**src/rtl/riscv_pkg.sv**
```systemverilog
// ---------------------------------------------------------------------------
// riscv_pkg
//   Shared core-wide constants. The register file takes its default data
//   width, register address width and the hard-wired zero register index
//   from here, so every pipeline stage agrees on them.
// ---------------------------------------------------------------------------
package riscv_pkg;

  localparam int          XLEN     = 32;
  localparam int          REG_AW   = 5;
  localparam logic [4:0]  REG_ZERO = 5'd0;

endpackage : riscv_pkg

```
**src/rtl/regfile_bypass_mux.sv**
```systemverilog
// ---------------------------------------------------------------------------
// regfile_bypass_mux
//   Read-side logic for one register file read port. Returns zero for the
//   zero register and while reset is held. Otherwise it forwards the data
//   of the youngest (highest index) enabled write port that targets the
//   same register, falling back to the stored array value. It also reports
//   whether the register is still waiting for its producer.
//
// Ports
//   rst        in   1             synchronous active-low reset (forces zeros)
//   rd_addr    in   AW            register being read
//   arr_data   in   XLEN          stored value of regs[rd_addr]
//   arr_busy   in   1             scoreboard bit of regs[rd_addr]
//   wr_en      in   NUM_WR        write enables of all write ports
//   wr_addr    in   NUM_WR*AW     write addresses, port w at [w*AW +: AW]
//   wr_data    in   NUM_WR*XLEN   write data, port w at [w*XLEN +: XLEN]
//   rd_data    out  XLEN          value seen by the reader this cycle
//   rd_busy    out  1             1 = producer has not written back yet
// ---------------------------------------------------------------------------
module regfile_bypass_mux
  import riscv_pkg::*;
#(
  parameter int XLEN   = riscv_pkg::XLEN,
  parameter int AW     = riscv_pkg::REG_AW,
  parameter int NUM_WR = 1
) (
  input  logic                   rst,
  input  logic [AW-1:0]          rd_addr,
  input  logic [XLEN-1:0]        arr_data,
  input  logic                   arr_busy,
  input  logic [NUM_WR-1:0]      wr_en,
  input  logic [NUM_WR*AW-1:0]   wr_addr,
  input  logic [NUM_WR*XLEN-1:0] wr_data,
  output logic [XLEN-1:0]        rd_data,
  output logic                   rd_busy
);

  logic            hit;
  logic [XLEN-1:0] fwd_data;

  // Scan write ports from oldest to youngest so the last match, i.e. the
  // highest-indexed port, is the one forwarded.
  always_comb begin
    hit      = 1'b0;
    fwd_data = arr_data;
    for (int w = 0; w < NUM_WR; w++) begin
      if (wr_en[w] && (wr_addr[w*AW +: AW] == rd_addr)) begin
        hit      = 1'b1;
        fwd_data = wr_data[w*XLEN +: XLEN];
      end
    end
  end

  // A register being written back this cycle is already valid for the
  // reader, so the write masks the busy bit.
  always_comb begin
    rd_data = fwd_data;
    rd_busy = arr_busy & ~hit;
    if (!rst || (rd_addr == AW'(REG_ZERO))) begin
      rd_data = '0;
      rd_busy = 1'b0;
    end
  end

endmodule : regfile_bypass_mux

```
**src/rtl/regfile_mp_sb.sv**
```systemverilog
// ---------------------------------------------------------------------------
// regfile_mp_sb
//   Multi-port integer register file with write-to-read bypass and a
//   per-register busy scoreboard. ID reads operands and allocates
//   destinations; EX/WB write results back. rd_busy_o lets ID stall on a
//   RAW hazard whose producer has not yet written back.
//
// Ports
//   clk           in   1            clock, rising edge
//   rst           in   1            synchronous reset, active-low
//   rd_addr_i     in   NUM_RD*AW    read addresses, port p at [p*AW +: AW]
//   rd_data_o     out  NUM_RD*XLEN  read data, port p at [p*XLEN +: XLEN]
//   rd_busy_o     out  NUM_RD       1 = pending producer, value not valid yet
//   wr_en_i       in   NUM_WR       write enable per write port
//   wr_addr_i     in   NUM_WR*AW    write addresses
//   wr_data_i     in   NUM_WR*XLEN  write data
//   alloc_en_i    in   1            ID issues an instruction with a destination
//   alloc_addr_i  in   AW           destination being allocated (marked busy)
//
// Higher write port index = younger instruction = higher priority.
// ---------------------------------------------------------------------------
module regfile_mp_sb
  import riscv_pkg::*;
#(
  parameter  int XLEN   = riscv_pkg::XLEN,
  parameter  int NREGS  = 2**riscv_pkg::REG_AW,
  parameter  int NUM_RD = 2,
  parameter  int NUM_WR = 1,
  localparam int AW     = $clog2(NREGS)
) (
  input  logic                   clk,
  input  logic                   rst,
  input  logic [NUM_RD*AW-1:0]   rd_addr_i,
  output logic [NUM_RD*XLEN-1:0] rd_data_o,
  output logic [NUM_RD-1:0]      rd_busy_o,
  input  logic [NUM_WR-1:0]      wr_en_i,
  input  logic [NUM_WR*AW-1:0]   wr_addr_i,
  input  logic [NUM_WR*XLEN-1:0] wr_data_i,
  input  logic                   alloc_en_i,
  input  logic [AW-1:0]          alloc_addr_i
);

  logic [XLEN-1:0]  regs [NREGS];
  logic [NREGS-1:0] busy;
  logic [NREGS-1:0] busy_next;

  // Retiring writes clear their busy bits first; a same-cycle allocation
  // then sets its bit again because the new producer is younger.
  always_comb begin
    busy_next = busy;
    for (int w = 0; w < NUM_WR; w++) begin
      if (wr_en_i[w]) begin
        busy_next[wr_addr_i[w*AW +: AW]] = 1'b0;
      end
    end
    if (alloc_en_i && (alloc_addr_i != AW'(REG_ZERO))) begin
      busy_next[alloc_addr_i] = 1'b1;
    end
    busy_next[0] = 1'b0;
  end

  // Storage and scoreboard. Later loop iterations override earlier ones,
  // so the highest-indexed write port wins a same-address collision.
  always_ff @(posedge clk) begin
    if (!rst) begin
      for (int i = 0; i < NREGS; i++) begin
        regs[i] <= '0;
      end
      busy <= '0;
    end else begin
      for (int w = 0; w < NUM_WR; w++) begin
        if (wr_en_i[w] && (wr_addr_i[w*AW +: AW] != AW'(REG_ZERO))) begin
          regs[wr_addr_i[w*AW +: AW]] <= wr_data_i[w*XLEN +: XLEN];
        end
      end
      busy <= busy_next;
    end
  end

  for (genvar p = 0; p < NUM_RD; p++) begin : g_rd
    regfile_bypass_mux #(
      .XLEN   (XLEN),
      .AW     (AW),
      .NUM_WR (NUM_WR)
    ) u_mux (
      .rst      (rst),
      .rd_addr  (rd_addr_i[p*AW +: AW]),
      .arr_data (regs[rd_addr_i[p*AW +: AW]]),
      .arr_busy (busy[rd_addr_i[p*AW +: AW]]),
      .wr_en    (wr_en_i),
      .wr_addr  (wr_addr_i),
      .wr_data  (wr_data_i),
      .rd_data  (rd_data_o[p*XLEN +: XLEN]),
      .rd_busy  (rd_busy_o[p])
    );
  end

endmodule : regfile_mp_sb
```
**config.mk**
```make
export PLATFORM = sky130hd
export DESIGN_NAME = regfile_mp_sb
export DESIGN_NICKNAME = d
export VERILOG_FILES = /design/src/rtl/riscv_pkg.sv /design/src/rtl/regfile_bypass_mux.sv /design/src/rtl/regfile_mp_sb.sv
export SDC_FILE = /design/constraint.sdc
export NUM_CORES = 2
export LEC_CHECK = 0
export ABC_AREA = 1
export CAP_MARGIN = 25
export CELL_PAD_IN_SITES_DETAIL_PLACEMENT = 0
export CELL_PAD_IN_SITES_GLOBAL_PLACEMENT = 1
export CORE_MARGIN = 8
export CORE_UTILIZATION = 52
export DETAILED_ROUTE_END_ITERATION = 16
export PLACE_DENSITY_LB_ADDON = 0.1
export SYNTH_ARGS = -nofsm -noshare
export SYNTH_HDL_FRONTEND = slang
export SYNTH_SLANG_ARGS = --single-unit
```
**constraint.sdc**
```tcl
create_clock -name clk -period 3.9 [get_ports clk]
set_clock_uncertainty 0.2 [all_clocks]
set_input_delay 0.39 -clock clk [delete_from_list [all_inputs] [get_ports clk]]
set_output_delay 0.39 -clock clk [all_outputs]
set_load 0.03 [all_outputs]
```
==> impl_metrics.json <==
{
  "timing.reg2reg.setup_slack_ns": 3.07,
  "syn-mean-instance-area_sq_um": 8.17,
  "cell_type_contributing_the_most_total_cell_area_after_synthesis": "sky130_fd_sc_hd__edfxtp_1",
  "dominant_combinational_cell_family_by_area_after_synthesis": "simple AND/OR/NAND/NOR gates",
  "mux_contribution_to_synthesized_area_pct": 0,
  "setup_viol_count_final": 0,
  "die-height_microns": 351,
  "postCtsSetupBuffers": 0,
  "status": "finished, final reports clean",
  "cts_root_buf": "sky130_fd_sc_hd__clkbuf_16",
  "crit_path_end_kind": "primary output",
  "postSynthCellCount": 7156,
  "rows": 123,
  "finalCriticalPeriod_ns": 3.79,
  "worst-r2r-cell-count": 2,
  "grtUsageMet1_pct": 51.3,
  "synth-edff-count": 1024,
  "via_count": 54700,
  "design.die.area_sq_um": 123000,
  "synth.ff_latch_count": 1055,
  "fp.dieW_microns": 351,
  "post_route_cells_drive_above_1_share_pct": 8.90,
  "power.leakage_uw": 0.0264,
  "timing_hold_violations_final": 0,
  "post_synth_and_or_nand_nor_area_fraction_pct": 28.0,
  "synthFlopType": "sky130_fd_sc_hd__edfxtp_1",
  "crit_path_start_kind": "primary input",
  "tot_gr_track_use_pct": 38.1,
  "synth-xor-area-share_pct": 0.0150,
  "critPathArrivalTime_ns": 3.20,
  "timing.max_slew.rel_slack_pct": 30.4,
  "ios": 122,
  "report.final.slew_viol_count": 0,
  "synth.top_cells.by_count": "1,968 x sky130_fd_sc_hd__nand2_1, 1,051 x sky130_fd_sc_hd__nor2_1, 1,024 x sky130_fd_sc_hd__edfxtp_1",
  "cts_resized": 0,
  "number_of_filler_cells_placed_in_the_layout": 9887,
  "drt-wirelength-per-cell_microns": 27.9,
  "synth_fa_ha_area_share_pct": 0,
  "drt_wl_total_mm": 241,
  "worst_slew_pin_slew_ns": 1.04,
  "crit_path_max_fanout": 32,
  "drtPass1Iterations": 9,
  "hold_start": "busy[31]",
  "hold_slack_ns": 0.267,
  "vias_in_the_first_global_route": 50600,
  "detailedRoute.firstIterationViolations": 9090,
  "worst_r2r_endpoint": "busy[6]",
  "crit_type": "in -> out",
  "timing.final.ws_setup_ns": 0.109,
  "synthesis.area_sq_um": 58500,
  "reg2reg_from": "busy[6]",
  "dominant_cell_by_count_in_the_synthesized_netlist": "sky130_fd_sc_hd__nand2_1",
  "finalSetupTns_ns": 0,
  "cts_buffer_depth": 3,
  "timing.max_cap.violations": 0,
  "place_worst_setup_slack_ns": 0.226,
  "holdPathStages": 2,
  "grt_max_degree": 182,
  "portion_of_the_clock_cycle_consumed_by_the_worst_path_in_the_final_layout_pct": 97.2,
  "min_delay_worst_endpoint": "busy[31]",
  "critical_path_origin": "wr_addr_i[3]",
  "placer_congestion_estimate": 0.893,
  "fmax_mhz": 264,
  "top_usage_layer": "met2",
  "vias_per_cell": 6.32,
  "clock_insertion_delay_at_the_later_pin_of_the_skew_report_ns": 0.74,
  "global_route.overflow_total": 0,
  "finish.net_count": 7105,
  "areaGrowthSynthToFinish_pct": 13.2,
  "finish.utilization_pct": 59.1,
  "netlist-cell-type-count": 29,
  "holdCritPathClass": "reg -> reg",
  "synth_top_cell_area_share_pct": 52.6,
  "grt_pass1_wl_mm": 344,
  "unrepaired_setup_endpoints_after_global_routing": "no",
  "postSynth.asyncResetShare_pct": 0,
  "dp_hpwl_mm": 140,
  "antenna_found_initial": 7,
  "ctsHtreeMaxLevel": 3,
  "ant_nets": 0,
  "cts_hold_buf": 1,
  "initial_standard_cell_utilization_of_the_core_pct": 52.2,
  "remaining_design_rule_violation_count": 0,
  "number_of_buffers_created_by_cts": 118,
  "grt_util_met3_pct": 10.5,
  "globalRouteMet2Util_pct": 55.8,
  "clkTransAtPathRegs_ns": 0.06,
  "io_buffer_count": 121,
  "synth.yosys.warnings": 0,
  "critical_path_required_ns": 3.31,
  "tritoncts_sink_count": 1055,
  "peakVddDrop_uv": 349,
  "design.core.area_sq_um": 112000,
  "synthTopCellsByArea": "sky130_fd_sc_hd__edfxtp_1 53%, sky130_fd_sc_hd__nand2_1 13%, sky130_fd_sc_hd__nand3_1 7.4%",
  "power_density_nw_per_um2": 434,
  "synth.yosys.seq_area_share_pct": 53.6,
  "tritoncts": "yes",
  "synth-compound-area-share_pct": 10.9
}
[metal layers]
metal  vias to the layer above  wire length [microns]
met5                         -                     72
met4                        10                  15100
met3                       787                  35500
met2                      4188                 102000
met1                     25900                  88800
li1                      23800                      -
[through the flow]
stage / instances / total power (uW) / instance area [sq um]
2_1_floorplan: 7187 / 15800 / 58600
3_3_place_gp: 8413 / 17500 / 62000
3_5_place_dp: 8416 / 17600 / 62100
4_1_cts: 8634 / 28600 / 65900
5_1_grt: 8646 / 29500 / 66200
6_report: 8647 / 28700 / 66200
[logic make-up after synthesis]
kind of cell | after synthesis
buf+inv | 1009
simple gates | 3968
xor+xnor | 1
other cells | 1
flops | 1055
compound gates | 1122
[sequential cells by signal (all words and copies together), names as in the netlist]
signal,flops
regs,1024
busy,31
[critical path, cell delays in order]
cell and delay (ns):
sky130_fd_sc_hd__clkdlybuf4s50_1 0.72, sky130_fd_sc_hd__inv_4 0.14, sky130_fd_sc_hd__nand2_1 0.09, sky130_fd_sc_hd__a21oi_1 0.09, sky130_fd_sc_hd__nand3_1 0.22, sky130_fd_sc_hd__nand2_1 0.10, sky130_fd_sc_hd__inv_2 0.07, sky130_fd_sc_hd__buf_4 0.62
sky130_fd_sc_hd__nand3_1 0.40, sky130_fd_sc_hd__nand2_1 0.22, sky130_fd_sc_hd__buf_12 0.13
[layout by cell type, fill, tap and decap left out, types with 2 or more instances in the layout]
master and n:
sky130_fd_sc_hd__inv_2 7, sky130_fd_sc_hd__clkinv_1 31, sky130_fd_sc_hd__clkinvlp_4 5, sky130_fd_sc_hd__nor2_2 41
sky130_fd_sc_hd__inv_4 4, sky130_fd_sc_hd__nand2_2 36, sky130_fd_sc_hd__buf_2 3, sky130_fd_sc_hd__nor2_1 1046
sky130_fd_sc_hd__nor3_1 12, sky130_fd_sc_hd__buf_12 111, sky130_fd_sc_hd__nand2_4 2, sky130_fd_sc_hd__buf_8 5
sky130_fd_sc_hd__clkbuf_1 16, sky130_fd_sc_hd__nand3_2 12, sky130_fd_sc_hd__nand3_4 12, sky130_fd_sc_hd__o22ai_1 5
sky130_fd_sc_hd__clkinv_2 30, sky130_fd_sc_hd__nand2_1 1930, sky130_fd_sc_hd__buf_4 202, sky130_fd_sc_hd__clkbuf_16 121
sky130_fd_sc_hd__conb_1 32, sky130_fd_sc_hd__nor2_4 6, sky130_fd_sc_hd__clkdlybuf4s50_1 45, sky130_fd_sc_hd__dfxtp_1 31
sky130_fd_sc_hd__nor3_4 6, sky130_fd_sc_hd__inv_8 2, sky130_fd_sc_hd__inv_1 355, sky130_fd_sc_hd__a21oi_1 585
sky130_fd_sc_hd__bufinv_16 13, sky130_fd_sc_hd__nand3_1 861, sky130_fd_sc_hd__nand4_1 4, sky130_fd_sc_hd__edfxtp_1 1024
sky130_fd_sc_hd__inv_6 2, sky130_fd_sc_hd__o21ai_0 223, sky130_fd_sc_hd__buf_6 2, sky130_fd_sc_hd__buf_16 12
sky130_fd_sc_hd__o211ai_1 307
[worst max path at each step]
stage                          endpoint  depth (start not counted)
after floorplan             regs[12][0]                          9
after global placement    rd_data_o[28]                         11
after detailed placement  rd_data_o[28]                         11
after CTS                 rd_data_o[28]                         11
after global routing      rd_data_o[28]                         11
final                     rd_data_o[28]                         11
[power by group]
group / total (uW) / switching, uW / leakage (uW) / internal (uW)
clock: 11200 / 4730 / 0.00187 / 6470
sequential: 13300 / 272 / 0.0100 / 13000
combinational: 4240 / 3010 / 0.0145 / 1230
[layout make-up]
class	count	area, sq um	area share, %
antenna	1	2.50	0.00378
clock buffer	137	3090	4.66
clock inverter	80	722	1.09
inverter	370	1420	2.14
multi-input combinational	5123	23100	34.9
sequential	1055	31400	47.4
tap	1500	1880	2.83
timing repair buffer	381	4640	7.01
Power figures use the tool's default switching activity.
